==> src/rtl/rxdata_if.sv <==
// rtl/rxdata_if.sv - serial input and parsed-word outputs of the rxdata receiver
interface rxdata_if;
    logic        i_uart_rx;
    logic        o_stb;
    logic [31:0] o_data;
    logic        o_err;
    logic        o_busy;

    modport master (input i_uart_rx, output o_stb, output o_data, output o_err, output o_busy);
    modport slave  (output i_uart_rx, input o_stb, input o_data, input o_err, input o_busy);
endinterface

==> src/rtl/rxdata.sv <==
// rtl/rxdata.sv - UART receiver parsing "0x%08x\r\n" hex text into strobed 32-bit words
// RXDATA_PARITY_EN selects 8E1 framing with even-parity checking (default 8N1).
module rxdata #(
    parameter logic [23:0] UART_SETUP = 24'd139
) (
    input  logic     i_clk,
    input  logic     i_reset,
    rxdata_if.master bus
);
    localparam logic [7:0] CH_CR = 8'h0D;
    localparam logic [7:0] CH_LF = 8'h0A;

    typedef enum logic [2:0] {
        S_IDLE,
        S_START,
        S_DATA,
`ifdef RXDATA_PARITY_EN
        S_PARITY,
`endif
        S_STOP,
        S_WAIT_IDLE
    } state_t;

    logic        rx_s1, rx_s2, rx_q;
    state_t      state;
    logic [23:0] baud;
    logic [2:0]  bit_idx;
    logic [7:0]  shreg;
    logic        busy, frame_done, frame_ok;
`ifdef RXDATA_PARITY_EN
    logic        par_ok;
`endif
    logic        byte_valid, byte_bad;
    logic [7:0]  byte_q;
    logic [31:0] acc, data_r;
    logic [3:0]  dcnt;
    logic        stb_r, err_r;
    logic        is_hex;
    logic [3:0]  nibble;

    wire expire = (baud == 24'd0);

    // rx_q lags rx_s2 by one clock so a falling edge can be seen on the synchronised line
    always_ff @(posedge i_clk or posedge i_reset) begin
        if (i_reset) begin
            rx_s1 <= 1'b1;
            rx_s2 <= 1'b1;
            rx_q  <= 1'b1;
        end else begin
            rx_s1 <= bus.i_uart_rx;
            rx_s2 <= rx_s1;
            rx_q  <= rx_s2;
        end
    end

    always_ff @(posedge i_clk or posedge i_reset) begin
        if (i_reset) begin
            state      <= S_IDLE;
            baud       <= 24'd0;
            bit_idx    <= 3'd0;
            shreg      <= 8'd0;
            busy       <= 1'b0;
            frame_done <= 1'b0;
            frame_ok   <= 1'b0;
`ifdef RXDATA_PARITY_EN
            par_ok     <= 1'b0;
`endif
        end else begin
            frame_done <= 1'b0;
            if (!expire)
                baud <= baud - 24'd1;
            case (state)
                S_IDLE: begin
                    if (rx_q && !rx_s2) begin
                        baud  <= UART_SETUP >> 1;
                        busy  <= 1'b1;
                        state <= S_START;
                    end
                end
                S_START: begin
                    if (expire) begin
                        if (!rx_s2) begin
                            baud    <= UART_SETUP - 24'd1;
                            bit_idx <= 3'd0;
                            state   <= S_DATA;
                        end else begin
                            busy  <= 1'b0;
                            state <= S_IDLE;
                        end
                    end
                end
                S_DATA: begin
                    if (expire) begin
                        shreg   <= {rx_s2, shreg[7:1]};
                        baud    <= UART_SETUP - 24'd1;
                        bit_idx <= bit_idx + 3'd1;
`ifdef RXDATA_PARITY_EN
                        if (bit_idx == 3'd7) state <= S_PARITY;
`else
                        if (bit_idx == 3'd7) state <= S_STOP;
`endif
                    end
                end
`ifdef RXDATA_PARITY_EN
                S_PARITY: begin
                    if (expire) begin
                        par_ok <= ~(^{rx_s2, shreg});
                        baud   <= UART_SETUP - 24'd1;
                        state  <= S_STOP;
                    end
                end
`endif
                S_STOP: begin
                    if (expire) begin
                        busy       <= 1'b0;
                        frame_done <= 1'b1;
                        frame_ok   <= rx_s2;
                        state      <= rx_s2 ? S_IDLE : S_WAIT_IDLE;
                    end
                end
                S_WAIT_IDLE: begin
                    if (rx_s2) state <= S_IDLE;
                end
                default: state <= S_IDLE;
            endcase
        end
    end

    // One-stage delay between the stop sample and the parser keeps o_stb/o_err two clocks after it
    always_ff @(posedge i_clk or posedge i_reset) begin
        if (i_reset) begin
            byte_valid <= 1'b0;
            byte_bad   <= 1'b0;
            byte_q     <= 8'd0;
        end else begin
            if (frame_done) byte_q <= shreg;
`ifdef RXDATA_PARITY_EN
            byte_valid <= frame_done & frame_ok & par_ok;
            byte_bad   <= frame_done & ~(frame_ok & par_ok);
`else
            byte_valid <= frame_done & frame_ok;
            byte_bad   <= frame_done & ~frame_ok;
`endif
        end
    end

    always_comb begin
        is_hex = 1'b1;
        nibble = 4'd0;
        if (byte_q >= 8'h30 && byte_q <= 8'h39)
            nibble = byte_q[3:0];
        else if ((byte_q >= 8'h61 && byte_q <= 8'h66) || (byte_q >= 8'h41 && byte_q <= 8'h46))
            nibble = byte_q[3:0] + 4'd9;
        else
            is_hex = 1'b0;
    end

    always_ff @(posedge i_clk or posedge i_reset) begin
        if (i_reset) begin
            acc    <= 32'd0;
            dcnt   <= 4'd0;
            data_r <= 32'd0;
            stb_r  <= 1'b0;
            err_r  <= 1'b0;
        end else begin
            stb_r <= 1'b0;
            err_r <= byte_bad;
            if (byte_valid) begin
                if (is_hex) begin
                    acc <= {acc[27:0], nibble};
                    if (dcnt != 4'd8) dcnt <= dcnt + 4'd1;
                end else if (byte_q == 8'h78 || byte_q == 8'h58) begin
                    acc  <= 32'd0;
                    dcnt <= 4'd0;
                end else if (byte_q == CH_CR || byte_q == CH_LF) begin
                    if (dcnt != 4'd0) begin
                        data_r <= acc;
                        stb_r  <= 1'b1;
                        acc    <= 32'd0;
                        dcnt   <= 4'd0;
                    end
                end else begin
                    acc   <= 32'd0;
                    dcnt  <= 4'd0;
                    err_r <= 1'b1;
                end
            end
        end
    end

    assign bus.o_stb  = stb_r;
    assign bus.o_data = data_r;
    assign bus.o_err  = err_r;
    assign bus.o_busy = busy;
endmodule

==> src/flat_wrapper.sv <==
// flat-port wrapper written by rule: the top's interface ports become plain ports
module rxdata_flat 
#(
    parameter logic [23:0] UART_SETUP = 24'd139
)
  (i_clk, i_reset, bus_i_uart_rx, bus_o_stb, bus_o_data, bus_o_err, bus_o_busy);
  rxdata_if bus_i ();
  input  logic i_clk;
  input  logic i_reset;
  input wire logic [$bits(bus_i.i_uart_rx)-1:0] bus_i_uart_rx;
  output wire logic [$bits(bus_i.o_stb)-1:0] bus_o_stb;
  output wire logic [$bits(bus_i.o_data)-1:0] bus_o_data;
  output wire logic [$bits(bus_i.o_err)-1:0] bus_o_err;
  output wire logic [$bits(bus_i.o_busy)-1:0] bus_o_busy;
  assign bus_i.i_uart_rx = bus_i_uart_rx;
  assign bus_o_stb = bus_i.o_stb;
  assign bus_o_data = bus_i.o_data;
  assign bus_o_err = bus_i.o_err;
  assign bus_o_busy = bus_i.o_busy;
  rxdata #(.UART_SETUP(UART_SETUP)) u_core (.i_clk(i_clk), .i_reset(i_reset), .bus(bus_i));
endmodule
==> config.mk <==
export PLATFORM = sky130hd
export DESIGN_NAME = rxdata_flat
export DESIGN_NICKNAME = d
export VERILOG_FILES = /design/src/rtl/rxdata_if.sv /design/src/rtl/rxdata.sv /design/src/flat_wrapper.sv
export SDC_FILE = /design/constraint.sdc
export NUM_CORES = 1
export LEC_CHECK = 0
export ABC_AREA = 1
export CAP_MARGIN = 20
export CORE_MARGIN = 1.5
export CORE_UTILIZATION = 53
export CTS_CLUSTER_SIZE = 24
export DETAILED_ROUTE_END_ITERATION = 10
export HOLD_SLACK_MARGIN = 0.03
export MAX_ROUTING_LAYER = met4
export PLACE_DENSITY_LB_ADDON = 0.15
export SLEW_MARGIN = 10
export SYNTH_ARGS = -nofsm -noshare
export SYNTH_HDL_FRONTEND = slang
export SYNTH_SLANG_ARGS = --single-unit
export TNS_END_PERCENT = 5
==> constraint.sdc <==
create_clock -name i_clk -period 3.9 [get_ports i_clk]
set_clock_uncertainty 0.15 [all_clocks]
set_input_delay 0.78 -clock i_clk [delete_from_list [all_inputs] [get_ports i_clk]]
set_output_delay 0.78 -clock i_clk [all_outputs]
set_load 0.02 [all_outputs]
# Yosys cells after proc, flatten, opt, wreduce, memory -nomap -nowiden
# Index checks and enable logic that the tools add are counted.
# W data, S select, Z words.
# op_classes
reduce_logical	21
n_lt_le_gt_ge	6
n_bitwise	5
n_eq_ne	20
n_addsub	4
mux	48
# op_table
operator	count
$mux W32	4
$mux W24	5
$pmux W24 S3	1
$mux W3	10
$mux W4	7
$logic_not A24 Y1	1
$sub A24 B1 Y24 const B	1
$mux W1	17
$eq A8 B4 Y1 const B	2
$eq A8 B7 Y1 const B	2
$ge A8 B7 Y1 const B	2
$le A8 B7 Y1 const B	2
$pmux W3 S5	1
$ne A2 B1 Y1 const B	7
$reduce_and A5 Y1	2
$ge A8 B6 Y1 const B	1
$le A8 B6 Y1 const B	1
$eq A3 B2 Y1 const B	2
$eq A3 B3 Y1 const B	2
$pmux W3 S2	1
$reduce_and A2 Y1	3
$reduce_and A6 Y1	1
$add A4 B1 Y4 const B	1
$add A4 B4 Y4 const B	1
18 further kinds	27
# word_totals
elab_cells	122
inputBits	3
regBits	124
output_inout_bits	35

# Logic depth before layout (Yosys ltp)
# depth
depth_word	7
ltp_mapped	13
mapped_depth_nobuf	13

# Worst setup path before layout
# Ideal clock, no wire load.
# synth_path
path_type	register to register
startpoint	register u_core.baud[0]
endpoint	register u_core.baud[0]
setup_ns	0.139
period_less_slack_ns	1.908
setup_slack_ns	1.992
path_buffers	0
arrival_time_ns	1.619
required_ns	3.611
stages_incl_launch_ff	10
cell_sequence	dfrtp_1 -> inv_1 -> ha_1 -> nand4_1 -> nor2_2 -> nand3_4 -> ha_1 -> nor2_1 -> o21ai_0 -> o2111ai_1
# synth_via
elab_chain_cells	5
# synth_lines
item	line	rtl
from (decl)	rxdata.sv:26	logic [23:0] baud;
from (signal assigned)	rxdata.sv:71	baud <= baud - 24'd1;
from (signal assigned)	rxdata.sv:75	baud <= UART_SETUP >> 1;
from (signal assigned)	rxdata.sv:83	baud <= UART_SETUP - 24'd1;
$sub A24 B1 Y24 / $logic_not A24 Y1 (equally long branches)	rxdata.sv:71, rxdata.sv:41	
$mux W24	rxdata.sv:70	if (!expire)
$mux W24	rxdata.sv:82	if (!rx_s2) begin
$mux W24	rxdata.sv:81	if (expire) begin
$pmux W24 S3 *	rxdata.sv:72	case (state)
# Every way passes the cells marked *; elsewhere a longest branch is shown, timed or not.
# A chain may end at the register's enable or synchronous reset.

# Worst setup path after layout
# layout_path
startpoint	register u_core.byte_q[0]
endpoint	register u_core.dcnt[3]
# layout_via
elab_chain_cells	7
# layout_lines
item	line	rtl
from (decl)	rxdata.sv:34	logic [7:0] byte_q;
from (signal assigned)	rxdata.sv:136	if (frame_done) byte_q <= shreg;
$ge A8 B7 Y1 / $le A8 B7 Y1 (equally long branches)	rxdata.sv:152	else if ((byte_q >= 8'h61 && byte_q <= 8'h66) || (byte_q >= 8'h41 && byte_q <= 8'h46))
$logic_and A1 B1 Y1	rxdata.sv:152	
$logic_or A1 B1 Y1	rxdata.sv:152	
$mux W1	rxdata.sv:152	
$mux W1	rxdata.sv:150	if (byte_q >= 8'h30 && byte_q <= 8'h39)
$ne A4 B2 Y1 (no line) / $ne A2 B2 Y1 (equally long branches)	-	
$reduce_and A3 Y1 (no line)	-	
to (signal assigned)	rxdata.sv:171	if (dcnt != 4'd8) dcnt <= dcnt + 4'd1;
to (decl)	rxdata.sv:36	logic [3:0] dcnt;
# Several ways; a longest one is shown, not always the timed one.

==> metrics.csv <==
metric;value;unit
core.rowCount;37;
mostFrequentLayoutCells;124 x nand2_1, 121 x dfrtp_1, 75 x inv_1, 75 x o21ai_0, 65 x nor2_1;
multi_input_area;0.00224;mm²
antenna_found_initial;0;
seq_area;0.00311;mm²
hold_viol_final;0;
synthesis.nets;668;
viasPerCell;5.36;
synth_area;0.00574;mm²
crit_type;flip-flop to flip-flop;
detail_route.wl_per_cell;13.6;µm
yosys_warnings;0;
fillers;848;
timing.final.max_slew_violations;0;
hold_path.class;flip-flop to flip-flop;
synth_cells;654;
fmax;399;MHz
wl_met3;505;µm
grt_pass1_vias;4336;
rsz0062_at_grt;false;
finalNonFillerCells;843;
finalSetupViolations;0;
cts_hold_buf;0;
synth_cell_types;40;
dpl.cell_count;811;
tightest_slew;804;ps
gr-total-overflow;0;
top_layer;met4;
cts.clk_slew.worst_paths;60;ps
synth-edff-count;0;
cellPowerDensity;647;mW/mm²
preCtsSetupSlack;1420;ps
synth_ff_type;dfrtp_1;
via_count;4520;
drcViolationCount;0;
slew_headroom;46.3;%
fin_nets;708;
start_util;55.1;%
hpwl;7.78;mm
clock_latency;520;ps
crit_required;4150;ps
post_cts_buffers;0;
synth-seq-cells;124;
drive_above_1_share;10.5;%
clock_sinks;124;
yosysTopAreaCellShare;52.8;%
cts_buffers;17;
dr_wl_met2;5.54;mm
die_h;107;µm
irDropWorstVdd;0.000383;V
diodes;0;
p_leak;3.18;nW
crit_path_start_kind;flip-flop;
synthArstFlopShare;100;%
io_buffers;37;
area_growth;18.5;%
arrival;2750;ps
die_x;107;µm
first_pass_iters;4;
ctsHtreeMaxLevel;4;
setup_tns;0;ps
period_share;64.2;%
ctsResizeCount;0;
cap_violations;0;
grt_max_degree;125;
status;finished, final reports clean;
drt-total-wl;11.5;mm
coreArea;0.0104;mm²
end_kind;flip-flop;
gp_congestion;0.968;
worst-path-max-fanout;36;
fin_area;0.00680;mm²
place_area;0.00621;mm²
grt_use_total;22.5;%
root_buffer;clkbuf_8;
layout_commonest_cell;nand2_1;
clockBufferDepth;2;
layout_min_cycle_time;2500;ps
m1WireLength;5.09;mm
yosysTopAreaCell;dfrtp_1;
ant_nets;0;
yosys-top-cells-area;dfrtp_1 53%, nand2_1 8.1%, o21ai_0 6.5%;
num_io_pins;38;
syn_area_per_cell;8.77;µm²
grt_pass1_wl;19.7;mm
drt_iter0_drc;267;
ys_seq_area_share;54.2;%
fp.dieArea;0.0115;mm²
timing.final.ws_setup;1400;ps
cts_tree;yes;
-- critical path, cell delays in order, from the launching register on --
cell      delay (ps)
dfrtp_1          410
inv_1            160
ha_1             210
nand2_1           80
o211ai_1         340
nand2_2          480
nand3_1          220
nand2_2          130
nand2_1          120
o21ai_0           80
-- final timing paths --
path / from / end / slack (ps) / cells past startpoint
max: u_core.byte_q[0] / u_core.dcnt[3] / 1400 / 9
min: u_core.rx_s1 / u_core.rx_s2 / 210 / 0
max reg2reg: u_core.byte_q[0] / u_core.dcnt[3] / 1400 / 9
min reg2reg: u_core.rx_s1 / u_core.rx_s2 / 210 / 0
max in group asynchronous: i_reset / u_core.state[2] / 2460 / 3
min in group asynchronous: i_reset / u_core.bus.o_data[28] / 620 / 3
-- Yosys cell counts, drive strengths merged, types with 2 or more instances --
| cell | count |
|---|---|
| nand4 | 11 |
| nand3b | 7 |
| o211ai | 3 |
| nand2 | 130 |
| a21o | 2 |
| nor4 | 2 |
| xor2 | 4 |
| ha | 11 |
| o21ai | 87 |
| a31o | 4 |
| dfrtp | 121 |
| o21bai | 2 |
| mux2 | 7 |
| nor2 | 79 |
| clkbuf | 10 |
| a21oi | 11 |
| nor3 | 6 |
| inv | 78 |
| dfstp | 3 |
| nand3 | 61 |
| buf | 8 |
-- metal layers --
metal | GRT usage [%] | vias up
li1 | - | 2236
met1 | 27.4 | 2138
met2 | 35.8 | 115
met3 | 4.62 | 31
met4 | 11.0 | 0
met5 | - | -
-- through the flow --
stage               hold slack, ps  power (mW)  utilization (%)
floorplan                      195        2.58                -
global placement               203        2.84             59.7
detailed placement             197        2.86             59.7
CTS                            209        4.41             65.2
global route                   215        4.66             65.2
finish                         207        4.40             65.2
-- sequential cells by signal (all words and copies together), names as in the netlist --
| register | flops |
|---|---|
| u_core.acc | 32 |
| u_core.bus.o_data | 32 |
| u_core.baud | 24 |
| u_core.byte_q | 8 |
| u_core.shreg | 8 |
| u_core.dcnt | 4 |
| u_core.bit_idx | 3 |
| u_core.state | 3 |
| u_core.bus.o_busy | 1 |
| u_core.bus.o_err | 1 |
| u_core.bus.o_stb | 1 |
| u_core.byte_bad | 1 |
| u_core.byte_valid | 1 |
| u_core.frame_done | 1 |
| u_core.frame_ok | 1 |
| u_core.rx_q | 1 |
| u_core.rx_s1 | 1 |
| u_core.rx_s2 | 1 |
-- layout make-up --
type	instances	share of cell area, %
clock buffers	20	6.41
clock inverters	12	2.15
inverters	78	4.44
multi-input cells	434	32.9
flip-flops and latches	124	45.7
well taps	136	2.50
repair buffers	39	5.85
-- where the power goes --
group	internal, mW	switching, mW	total (mW)
clock	0.983	0.548	1.53
combinational	0.420	0.872	1.29
sequential	1.42	0.155	1.58
-- cells by family after synthesis --
kind of cell / Yosys count / share of synthesized area (%)
AOI/OAI and AO/OA: 115 / 11.3
xor gates and xnor gates: 4 / 0.611
adders and majority gates: 11 / 2.40
buffers and inverters: 96 / 6.83
DFF: 124 / 54.2
muxes: 7 / 1.37
and+or+nand+nor: 297 / 23.3
Power figures use the tool's default switching activity.
